$ cat config.mk
export PLATFORM = sky130hd
export DESIGN_NAME = alu_seq
export DESIGN_NICKNAME = d
export VERILOG_FILES = /design/src/rtl/alu_seq.sv
export SDC_FILE = /design/constraint.sdc
export NUM_CORES = 1
export LEC_CHECK = 0
export BUFFER_PORTS_ARGS = -buffer_cell sky130_fd_sc_hd__clkbuf_2
export CAP_MARGIN = 15
export CORE_UTILIZATION = 45
export DETAILED_ROUTE_END_ITERATION = 7
export GPL_TIMING_DRIVEN = 0
export RECOVER_POWER = 50
export SLEW_MARGIN = 15
export SYNTH_ARGS = -nofsm -noshare
export SYNTH_HDL_FRONTEND = slang
export SYNTH_SLANG_ARGS = --single-unit
$ cat constraint.sdc
create_clock -name clk -period 2.6 [get_ports clk]
set_clock_uncertainty 0.1 [all_clocks]
set_input_delay 0.26 -clock clk [delete_from_list [all_inputs] [get_ports clk]]
set_output_delay 0.26 -clock clk [all_outputs]
set_load 0.1 [all_outputs]
$ cat src/rtl/alu_seq.sv
// rtl/alu_seq.sv - multi-cycle handshaked ALU with carry register, iterative shifts and shift-add multiplier
// Single-cycle ops complete on the accept edge; shifts/MUL iterate one step per EXEC cycle.
module alu_seq #(
  parameter int DATA_BUS_WIDTH = 8
) (
  input  logic                      clk,
  input  logic                      rst_n,
  input  logic                      in_valid,
  output logic                      in_ready,
  input  logic [3:0]                op,
  input  logic [DATA_BUS_WIDTH-1:0] register1,
  input  logic [DATA_BUS_WIDTH-1:0] register2,
  output logic                      out_valid,
  input  logic                      out_ready,
  output logic [DATA_BUS_WIDTH-1:0] result,
  output logic                      is_carry,
  output logic                      is_zero
);
  localparam int W = DATA_BUS_WIDTH;
  localparam logic [W-1:0] W_CNT = W'(W);
  localparam logic [W-1:0] ONE   = W'(1);

  localparam logic [3:0] OP_ADD = 4'd0, OP_ADC = 4'd1, OP_SUB = 4'd2, OP_SBC = 4'd3,
                         OP_AND = 4'd4, OP_OR  = 4'd5, OP_XOR = 4'd6, OP_NOT = 4'd7,
                         OP_SHL = 4'd8, OP_SHR = 4'd9, OP_MUL = 4'd10, OP_PASS = 4'd11;

  typedef enum logic [1:0] {IDLE, EXEC, DONE} state_t;

  state_t         state;
  logic [3:0]     op_q;
  logic [W-1:0]   a_q;
  logic [W-1:0]   cnt;
  logic [2*W-1:0] acc;

  logic [W:0]     sc_sum;
  logic [W-1:0]   sc_res;
  logic           sc_carry;
  logic           sc_multi;

  logic [W:0]     mul_sum;
  logic [2*W-1:0] acc_nx;
  logic           step_bit;
  logic           fin_carry;

  assign in_ready  = (state == IDLE);
  assign out_valid = (state == DONE);

  // Result of an op that finishes on its accept edge; sc_multi flags ops that need EXEC.
  always_comb begin
    sc_sum   = '0;
    sc_res   = '0;
    sc_carry = 1'b0;
    sc_multi = 1'b0;
    case (op)
      OP_ADD: sc_sum = {1'b0, register1} + {1'b0, register2};
      OP_ADC: sc_sum = {1'b0, register1} + {1'b0, register2} + {{W{1'b0}}, is_carry};
      OP_SUB: sc_sum = {1'b0, register1} - {1'b0, register2};
      OP_SBC: sc_sum = {1'b0, register1} - {1'b0, register2} - {{W{1'b0}}, is_carry};
      default: sc_sum = '0;
    endcase
    case (op)
      OP_ADD, OP_ADC, OP_SUB, OP_SBC: begin
        sc_res   = sc_sum[W-1:0];
        sc_carry = sc_sum[W];
      end
      OP_AND:  sc_res = register1 & register2;
      OP_OR:   sc_res = register1 | register2;
      OP_XOR:  sc_res = register1 ^ register2;
      OP_NOT:  sc_res = ~register1;
      OP_PASS: sc_res = register1;
      OP_SHL, OP_SHR: begin
        if (register2 == '0)        sc_res = register1;
        else if (register2 >= W_CNT) sc_res = '0;
        else                        sc_multi = 1'b1;
      end
      OP_MUL:  sc_multi = 1'b1;
      default: sc_res = '0;
    endcase
  end

  // acc holds the product {hi, lo} for MUL (lo starts as B), or the operand in the low half for shifts.
  always_comb begin
    mul_sum  = {1'b0, acc[2*W-1:W]} + (acc[0] ? {1'b0, a_q} : '0);
    acc_nx   = acc;
    step_bit = 1'b0;
    case (op_q)
      OP_SHL: begin
        acc_nx   = {acc[2*W-1:W], acc[W-2:0], 1'b0};
        step_bit = acc[W-1];
      end
      OP_SHR: begin
        acc_nx   = {acc[2*W-1:W], 1'b0, acc[W-1:1]};
        step_bit = acc[0];
      end
      default: acc_nx = {mul_sum, acc[W-1:1]};
    endcase
    fin_carry = (op_q == OP_MUL) ? |acc_nx[2*W-1:W] : step_bit;
  end

  always_ff @(posedge clk or negedge rst_n) begin
    if (!rst_n) begin
      state    <= IDLE;
      op_q     <= '0;
      a_q      <= '0;
      cnt      <= '0;
      acc      <= '0;
      result   <= '0;
      is_carry <= 1'b0;
      is_zero  <= 1'b0;
    end else begin
      case (state)
        IDLE: if (in_valid) begin
          op_q <= op;
          a_q  <= register1;
          if (sc_multi) begin
            state <= EXEC;
            acc   <= {{W{1'b0}}, (op == OP_MUL) ? register2 : register1};
            cnt   <= (op == OP_MUL) ? W_CNT : register2;
          end else begin
            state    <= DONE;
            result   <= sc_res;
            is_carry <= sc_carry;
            is_zero  <= (sc_res == '0);
          end
        end
        EXEC: begin
          acc <= acc_nx;
          cnt <= cnt - ONE;
          if (cnt == ONE) begin
            state    <= DONE;
            result   <= acc_nx[W-1:0];
            is_carry <= fin_carry;
            is_zero  <= (acc_nx[W-1:0] == '0);
          end
        end
        DONE: if (out_ready) state <= IDLE;
        default: state <= IDLE;
      endcase
    end
  end
endmodule
Word level (Yosys, flattened, before mapping) --
Cells that the tools add are included.
Storage, ports and cells: flip-flop bits (word level) 48, output and inout bits 12, logic and storage cells 90
Operators by class: add/subtract/negate cells 6, order comparisons 1, eq/ne operators 22, mux-type cells 36, bitwise gates (word level) 4, reductions and logical operators 13
Operators by type and width (number):
- $mux 8 | 9
- $pmux 16 s2 | 2
- $pmux 8 s7 | 1
- $pmux 9 s4 | 1
- $mux 16 | 2
- $pmux 8 s2 | 2
- $eq 4x4->1 const B | 7
- $logic_not 8->1 | 3
- $add 8x8->9 | 2
- $eq 4x3->1 const B | 4
- $mux 1 | 10
- $add 9x1->9 | 1
- $sub 8x8->9 | 1
- $sub 9x1->9 | 1
- $and 8x8->8 | 1
- $eq 4x2->1 const B | 2
- $eq 8x1->1 const B | 1
- $ge 8x4->1 const B | 1
- $mux 2 | 4
- $not 8->8 | 1
- $or 8x8->8 | 1
- $pmux 1 s2 | 4
- $reduce_or 8->1 | 1
- $sub 8x1->8 const B | 1
- 15 further kinds | 19

Logic depth before layout (Yosys ltp) --
Gate-level depths: netlist of the first run.
depth after elaboration 8, mapped depth 13, depth with buffers taken out 13

Worst setup path after synthesis of the first run --
OpenSTA, ideal clock, no wires.
path type register to register, start point register state[1], end point register a_q[0], setup time 0.125 ns, arrival 2.741 ns, data required time 2.375 ns, path slack -0.366 ns, cell stages (with the launch flop) 5, buffers on the path 1, period minus slack after synthesis 2.966 ns, cell sequence dfrtp_1 -> nor2_1 -> and2_1 -> clkbuf_1 -> mux2_2
Between the ends: longest elaborated chain between the ends 2
RTL lines:
- start: declaration | RTL line 29 | state_t state;
- start signal: assignment | RTL line 102 | state <= IDLE;
- start signal: assignment | RTL line 116 | state <= EXEC;
- start signal: assignment | RTL line 120 | state <= DONE;
- $logic_not 2->1
- via in_ready | RTL line 9 | output logic in_ready,
- $reduce_and 2->1 (no line)
- end signal: assignment | RTL line 114 | a_q <= register1;
- end: declaration | RTL line 31 | logic [W-1:0] a_q;
The timed path passes the listed nets, and every way through them passes these cells. A chain may end at the register's enable or synchronous reset.

Final worst setup path of the first run --
start point input register1[0], end point register is_zero
Between the ends: longest elaborated chain between the ends 8, elaborated cells between the ends (all ways) 15, those cells by class add/sub: 4; mux: 6; bitwise: 4; reduce/logical: 1
RTL lines:
- start: declaration | RTL line 11 | input logic [DATA_BUS_WIDTH-1:0] register1,
- $sub 8x8->9 or $add 8x8->9 (tied branches)
- $sub 9x1->9 or $add 9x1->9 (tied branches) | RTL line 58, 56
- $pmux 9 s4 | RTL line 54 | case (op)
- $pmux 8 s7 (*) | RTL line 61 | case (op)
- $logic_not 8->1 (*) | RTL line 123 | is_zero <= (sc_res == '0);
- $mux 1 (*) | RTL line 115 | if (sc_multi) begin
- $mux 1 (*) | RTL line 112 | IDLE: if (in_valid) begin
- $pmux 1 s2 (*) | RTL line 111 | case (state)
- end signal: assignment | RTL line 123
- end signal: assignment | RTL line 133 | is_zero <= (acc_nx[W-1:0] == '0);
- end: declaration | RTL line 17 | output logic is_zero
Every way passes the cells marked *; elsewhere a longest branch is shown, timed or not. The select of a mux whose other input is x is not followed.

==> summary.md, run 1 <==
| Metric | Value |
|---|---|
| Vias | `4679` |
| RSZ-0062 raised after global routing | `true` |
| Antenna Nets Post-Route | `0` |
| Worst vdd ir | `557 uV` |
| Initial Util | `0.471` |
| Worst skew pair latency | `0.31 ns` |
| Die W | `104 microns` |
| Gr ovfl total | `0` |
| Synthesis-stage register bit count | `48` |
| Total CTS buffers | `5` |
| Rows | `36` |
| Share of layout cells above drive strength 1 | `0.268` |
| Number of cells after detailed placement | `733` |
| Worst slew margin | `0.188` |
| Max cap viols | `0` |
| Crit. End Element | `flip-flop` |
| ANT cells | `0` |
| Vias per std cell | `6.13` |
| Max Clk Rate | `0.366 GHz` |
| Final setup violation count | `4` |
| Largest net degree at the start of global routing | `49` |
| Worst EP arrival | `2.80 ns` |
| Worst Tran Pin Value | `1.22 ns` |
| Failing checks | `setup timing` |
| Die height | `104 microns` |
| Initial DRC Count | `332` |
| TritonCTS clock tree | `yes` |
| CP max FO | `3` |
| Clock Tree Buf Depth | `2` |
| Top cells by count, synth | `51 x nand2_1, 48 x dfrtp_1, 45 x nor2_1, 39 x o21ai_0, 38 x ha_1` |
| Async SR Flop Fraction | `1.00` |
| First-pass GRT wire length | `23500 microns` |
| Largest cells by area after synthesis | `dfrtp_1 26%, ha_1 10%, o21ai_0 4.2%` |
| Req. time, crit path | `2.67 ns` |
| Tcrit/Tclk final | `1.05` |
| Initial DRT Pass Iterations | `5` |
| Setup ws final | `-0.129 ns` |
| Root buf cell | `clkbuf_8` |
| Post-synthesis instance total | `567` |
| Core area | `9950 sq um` |
| Die ar. | `10800 sq um` |
| HP Class | `in2reg` |
| DR DRC count | `0` |
| Layout Cells excl Fill | `763` |
| Most frequent cell after synthesis | `nand2_1` |
| Final hold vios | `0` |
| Reg clk slew, reported paths | `0.08 ns` |
| Clk sink count | `48` |
| Synth Warn # | `0` |
| Drt total wl | `14900 microns` |
| GRT Util Overall | `0.273` |
| PortBufs | `33` |
| Initial antenna violation count | `0` |
| Cell Area, Synth | `4690 sq um` |
| Net count, final | `694` |
| Synth cell types | `71` |
| Synth Area per Inst | `8.27 sq um` |
| Leading area contributor after synthesis | `dfrtp_1` |
| Final worst path period need | `2.73 ns` |
| Startpoint Class | `input pin` |
| Critical path type | `in2reg` |
| Sequential-to-total area share from yosys stat | `0.256` |
| Area grow syn2layout | `24.1%` |
| EDFF count, synth | `0` |
| Top Ports | `36` |
| GP Congestion | `0.894` |
| Leakage power | `2.50 nW` |
| Share of the synthesized area in the top cell type | `0.256` |
| Util after Layout | `0.585` |
| Status | `finished, violations left` |
| DP HPWL | `11000 microns` |
| Vias in the first global route | `4355` |
| Syn_nets | `632` |
| Setup WS pre-CTS | `-0.889 ns` |
| PD cells | `796 nW/um^2` |
| Fill cell count | `894` |
| Average wire per standard cell | `19.5 microns` |
| Main synth FF type | `dfrtp_1` |
| Final Max Slew Viols | `0` |
| H-tree Lvls | `2` |
layout by cell type (no fill, tap or decap), types with 15 or more instances in the layout:
cell type / instances
clkbuf_2: 25
nor2_1: 42
inv_1: 29
clkbuf_1: 17
nor3_1: 17
buf_4: 22
a21oi_1: 25
o211ai_1: 15
o21ai_0: 38
nand2_1: 50
dfrtp_1: 46
ha_1: 29
critical path, cell delays in order:
cell	delay [ns]
clkbuf_16	0.13
inv_12	0.03
ha_4	0.15
fa_2	0.35
or2_4	0.27
a2111oi_4	0.36
a211oi_4	0.08
or2_1	0.24
or4b_1	0.52
nand4_1	0.18
nand2b_4	0.16
o31ai_1	0.07
layer usage:
metal,GRT usage,share of wire,vias up
met4,0.0959,0.025,0
met1,0.366,0.44,2293
met2,0.460,0.49,153
li1,-,-,2208
met3,0.0213,0.045,25
met5,0,0,-
timing repair:
| action | in CTS | in global routing |
|---|---|---|
| pin swaps | 19 | 27 |
| buffers inserted | 14 | 7 |
| gates resized for setup | 49 | 51 |
| endpoints found under the hold margin | 48 | 0 |
| cloned | 0 | 1 |
| setup endpoints to repair | 9 | 15 |
| hold buffers | 1 | 0 |
per-stage QoR:
step                      setup TNS, ns  power (W)  hold slack (ns)  instance area (sq um)
final                            -0.388    0.00464           0.0758                   5820
after CTS                        -0.533    0.00448           0.0651                   5580
after global placement            -6.03    0.00353            0.361                   5080
after global routing             -0.655    0.00493           0.0684                   5820
after detailed placement          -6.49    0.00359            0.269                   5080
after floorplan                  -0.401    0.00306           -0.136                   4750
flip-flops by register name, indices dropped and copies added (netlist names):
name and cells:
acc 16, a_q 8, cnt 8, result 8, op_q 4, state 2
is_carry 1, is_zero 1
layout make-up:
cell class,count,area (sq um),share of cell area
Tap cell,133,166,0.0286
Buffer,28,139,0.0239
Inverter,34,140,0.0241
Sequential cell,48,1200,0.207
Clock inverter,2,60.1,0.0103
Timing Repair Buffer,56,380,0.0653
Clock buffer,6,72.6,0.0125
Multi-Input combinational cell,456,3660,0.629
cells by family after synthesis:
family | Yosys count | synth area share
and+or+nand+nor | 195 | 0.210
AOI/OAI and AO/OA | 179 | 0.263
buffers and inverters | 63 | 0.0536
DFF | 48 | 0.256
adders and majority gates | 41 | 0.114
muxes | 26 | 0.0755
xor gates and xnor gates | 15 | 0.0280
path summary, 6_finish.rpt:
path / start / to / slack (ns) / depth (start not counted)
setup / recovery: register1[0] / is_zero / -0.13 / 12
hold / removal: out_ready / state[1] / 0.08 / 2
setup reg to reg: acc[0] / is_carry / -0.13 / 11
hold reg to reg: result[1] / result[1] / 0.39 / 2
max in group asynchronous: rst_n / acc[0] / 0.94 / 2
min in group asynchronous: rst_n / acc[11] / 0.63 / 2
report_power, final:
part           switching [W]  internal [W]  total [W]
Combinational        0.00164       0.00107    0.00270
Sequential          0.000254       0.00103    0.00128
Clock               0.000263      0.000385   0.000647
Total                0.00215       0.00248    0.00464
(Power assumes the default switching activity.)
==> inputs of run 2 (changes only) <==
--- a/config.mk
+++ b/config.mk
@@ -5,6 +5,7 @@
 export SDC_FILE = /design/constraint.sdc
 export NUM_CORES = 1
 export LEC_CHECK = 0
+export ABC_CLOCK_PERIOD_IN_PS = 2600
 export BUFFER_PORTS_ARGS = -buffer_cell sky130_fd_sc_hd__clkbuf_2
 export CAP_MARGIN = 15
 export CORE_UTILIZATION = 45
==> constraint.sdc (replaced) <==
create_clock -name clk -period 2.6 [get_ports clk]
set_clock_uncertainty 0.1 [all_clocks]
set_input_delay 0.13 -clock clk [delete_from_list [all_inputs] [get_ports clk]]
set_output_delay 0.13 -clock clk [all_outputs]
set_load 0.1 [all_outputs]
==> run 2 against run 1 <==
Against the previous run:
- the flow still finishes with violations (setup timing)
- worst setup slack got worse by 0.0023 ns
- register-to-register slack about the same
- via count decreased by 2.0%
- final area decreased by 1.0%
- routed wire length decreased by 2.3%
- first-iteration DRC count decreased by 17%
==> summary.md, run 2 (synthesis results as in run 1) <==
| Metric | Value |
|---|---|
| Vias per std cell | `5.99 (was 6.13)` |
| DR DRC count | `0 (unchanged)` |
| Average wire per standard cell | `19.0 microns (was 19.5 microns)` |
| Power consumption | `0.00469 W (was 0.00464 W)` |
| Gr ovfl total | `0 (unchanged)` |
| Rows | `36 (unchanged)` |
| Startpoint Class | `flip-flop (was input pin)` |
| Hold endpoint | `op_q[2] (was state[1])` |
| Hold Path Depth | `2 (unchanged)` |
| TritonCTS clock tree | `yes (unchanged)` |
| Leakage power | `2.49 nW (was 2.50 nW)` |
| H-tree Lvls | `2 (unchanged)` |
| Commonest non-fill, non-tap cell in the layout | `nand2_1 (unchanged)` |
| Total CTS buffers | `5 (unchanged)` |
| PortBufs | `33 (unchanged)` |
| Reg-to-reg endpoint | `is_carry (unchanged)` |
| Net count, final | `697 (was 694)` |
| WHS | `0.0188 ns (was 0.0758 ns)` |
| Status | `finished, violations left (unchanged)` |
| Reg clk slew, reported paths | `0.10 ns (was 0.08 ns)` |
| Drt total wl | `14500 microns (was 14900 microns)` |
| Die height | `104 microns (unchanged)` |
| Final Max Slew Viols | `0 (unchanged)` |
| Req. time, crit path | `2.70 ns (was 2.67 ns)` |
| Initial DRC Count | `275 (was 332)` |
| Vias in the first global route | `4417 (was 4355)` |
| Vias | `4587 (was 4679)` |
| Root buf cell | `clkbuf_8 (unchanged)` |
| Critical path type | `reg2reg (was in2reg)` |
| Final setup violation count | `3 (was 4)` |
| RSZ-0062 raised after global routing | `true (unchanged)` |
| Setup ws final | `-0.131 ns (was -0.129 ns)` |
| Max FFs per register | `16 (unchanged)` |
| Most flop-heavy register | `acc (unchanged)` |
| Fill cell count | `917 (was 894)` |
| Worst skew pair latency | `0.30 ns (was 0.31 ns)` |
| R2R Setup Slk | `-0.13 ns (about the same)` |
| Final hold vios | `0 (unchanged)` |
| Crit. End Element | `flip-flop (unchanged)` |
| GP Congestion | `0.896 (was 0.894)` |
| Max cap viols | `0 (unchanged)` |
| Sequential Area | `1200 sq um (unchanged)` |
| ANT cells | `0 (unchanged)` |
| DP HPWL | `11100 microns (was 11000 microns)` |
| CP max FO | `4 (was 3)` |
| Max Clk Rate | `0.366 GHz (about the same)` |
| Top Ports | `36 (unchanged)` |
| Antenna Nets Post-Route | `0 (unchanged)` |
| Initial Util | `0.471 (unchanged)` |
| Area grow syn2layout | `22.8% (was 24.1%)` |
| PD cells | `813 nW/um^2 (was 796 nW/um^2)` |
| Failing checks | `setup timing (unchanged)` |
| Reg2Reg Depth | `7 (was 11)` |
| Die ar. | `10800 sq um (unchanged)` |
| Clk sink count | `48 (unchanged)` |
| Worst EP arrival | `2.83 ns (was 2.80 ns)` |
| Most frequent cells in the layout | `50 x nand2_1, 46 x dfrtp_1, 43 x nor2_1, 38 x o21ai_0, 31 x ha_1 (was 50 x nand2_1, 46 x dfrtp_1, 42 x nor2_1, 38 x o21ai_0)` |
| Largest net degree at the start of global routing | `49 (unchanged)` |
| Worst slew margin | `0.195 (was 0.188)` |
| Area of the multi-input gates | `3590 sq um (was 3660 sq um)` |
| First-pass GRT wire length | `23300 microns (was 23500 microns)` |
| GRT Util Overall | `0.270 (was 0.273)` |
| Worst vdd ir | `570 uV (was 557 uV)` |
| Worst Tran Pin Value | `1.21 ns (was 1.22 ns)` |
| Die W | `104 microns (unchanged)` |
| Share of layout cells above drive strength 1 | `0.253 (was 0.268)` |
| Initial antenna violation count | `0 (unchanged)` |
| Tcrit/Tclk final | `1.05 (about the same)` |
| Clock Tree Buf Depth | `2 (unchanged)` |
| Worst r2r src | `acc[0] (unchanged)` |
| Core area | `9950 sq um (unchanged)` |
| Hold Startpoint | `op[2] (was out_ready)` |
| Final worst path period need | `2.73 ns (about the same)` |
| HP Class | `in2reg (unchanged)` |
| Initial DRT Pass Iterations | `4 (was 5)` |
[run 2: final cells by class]
type                       instances  share of cell area
buffer                            28              0.0224
tap                              133              0.0289
timing repair buffer              59              0.0697
multi-input combinational        456               0.623
sequential                        48               0.209
clock inverter                     2              0.0104
clock buffer                       6              0.0126
inverter                          34              0.0243
[run 2: worst max path at each step]
stage / from / end / slack, ns / cells past startpoint
2_1_floorplan: acc[0] / is_carry / -0.15 / 12
3_3_place_gp: register1[0] / result[6] / -0.68 / 10
3_5_place_dp: register1[0] / result[6] / -0.76 / 10
4_1_cts: acc[0] / is_carry / -0.08 / 12
5_1_grt: acc[0] / is_carry / -0.18 / 12
6_report: acc[0] / is_carry / -0.13 / 7
[run 2: repair_timing]
item / 4_1_cts / 5_1_grt
endpoints found under the hold margin: 49 / 0
pin swaps: 19 / 19
gates resized for setup: 39 / 38
hold buffers: 2 / 0
setup endpoints to repair: 9 / 8
gates cloned: 0 / 1
buffers inserted: 16 / 9
[run 2: worst max-delay path, cell delays in order, from the launching register on]
cell and delay, ns:
dfrtp_2 0.44, and2_4 0.16, ha_4 0.16, fa_2 0.46, or4b_2 0.68, nor3_1 0.24, a41oi_2 0.16, a211o_1 0.24
[run 2: metrics by stage]
| stage | util | instances | setup TNS, ns | area [sq um] | setup WS, ns |
|---|---|---|---|---|---|
| after global placement | 0.510 | 733 | -4.07 | 5080 | -0.684 |
| after CTS | 0.557 | 757 | -0.117 | 5550 | -0.0828 |
| final | 0.579 | 766 | -0.156 | 5760 | -0.131 |
| after global routing | 0.579 | 766 | -0.459 | 5760 | -0.179 |
| after floorplan | - | 567 | -0.187 | 4750 | -0.155 |
| after detailed placement | 0.511 | 733 | -4.49 | 5080 | -0.764 |
[run 2: report_power, final]
part           leakage, nW  internal, W  total (W)  switching, W
logic                 1.83      0.00111    0.00276       0.00165
registers            0.591      0.00103    0.00128      0.000252
clock network       0.0654     0.000385   0.000643      0.000258
total                 2.49      0.00253    0.00469       0.00216
[run 2: metal layers]
layer  wire [microns]  up-vias  track usage
met5                0        -            0
met4              344        0       0.0837
met3              648       21       0.0182
met2             7070      150        0.457
met1             6460     2199        0.367
li1                 -     2217            -
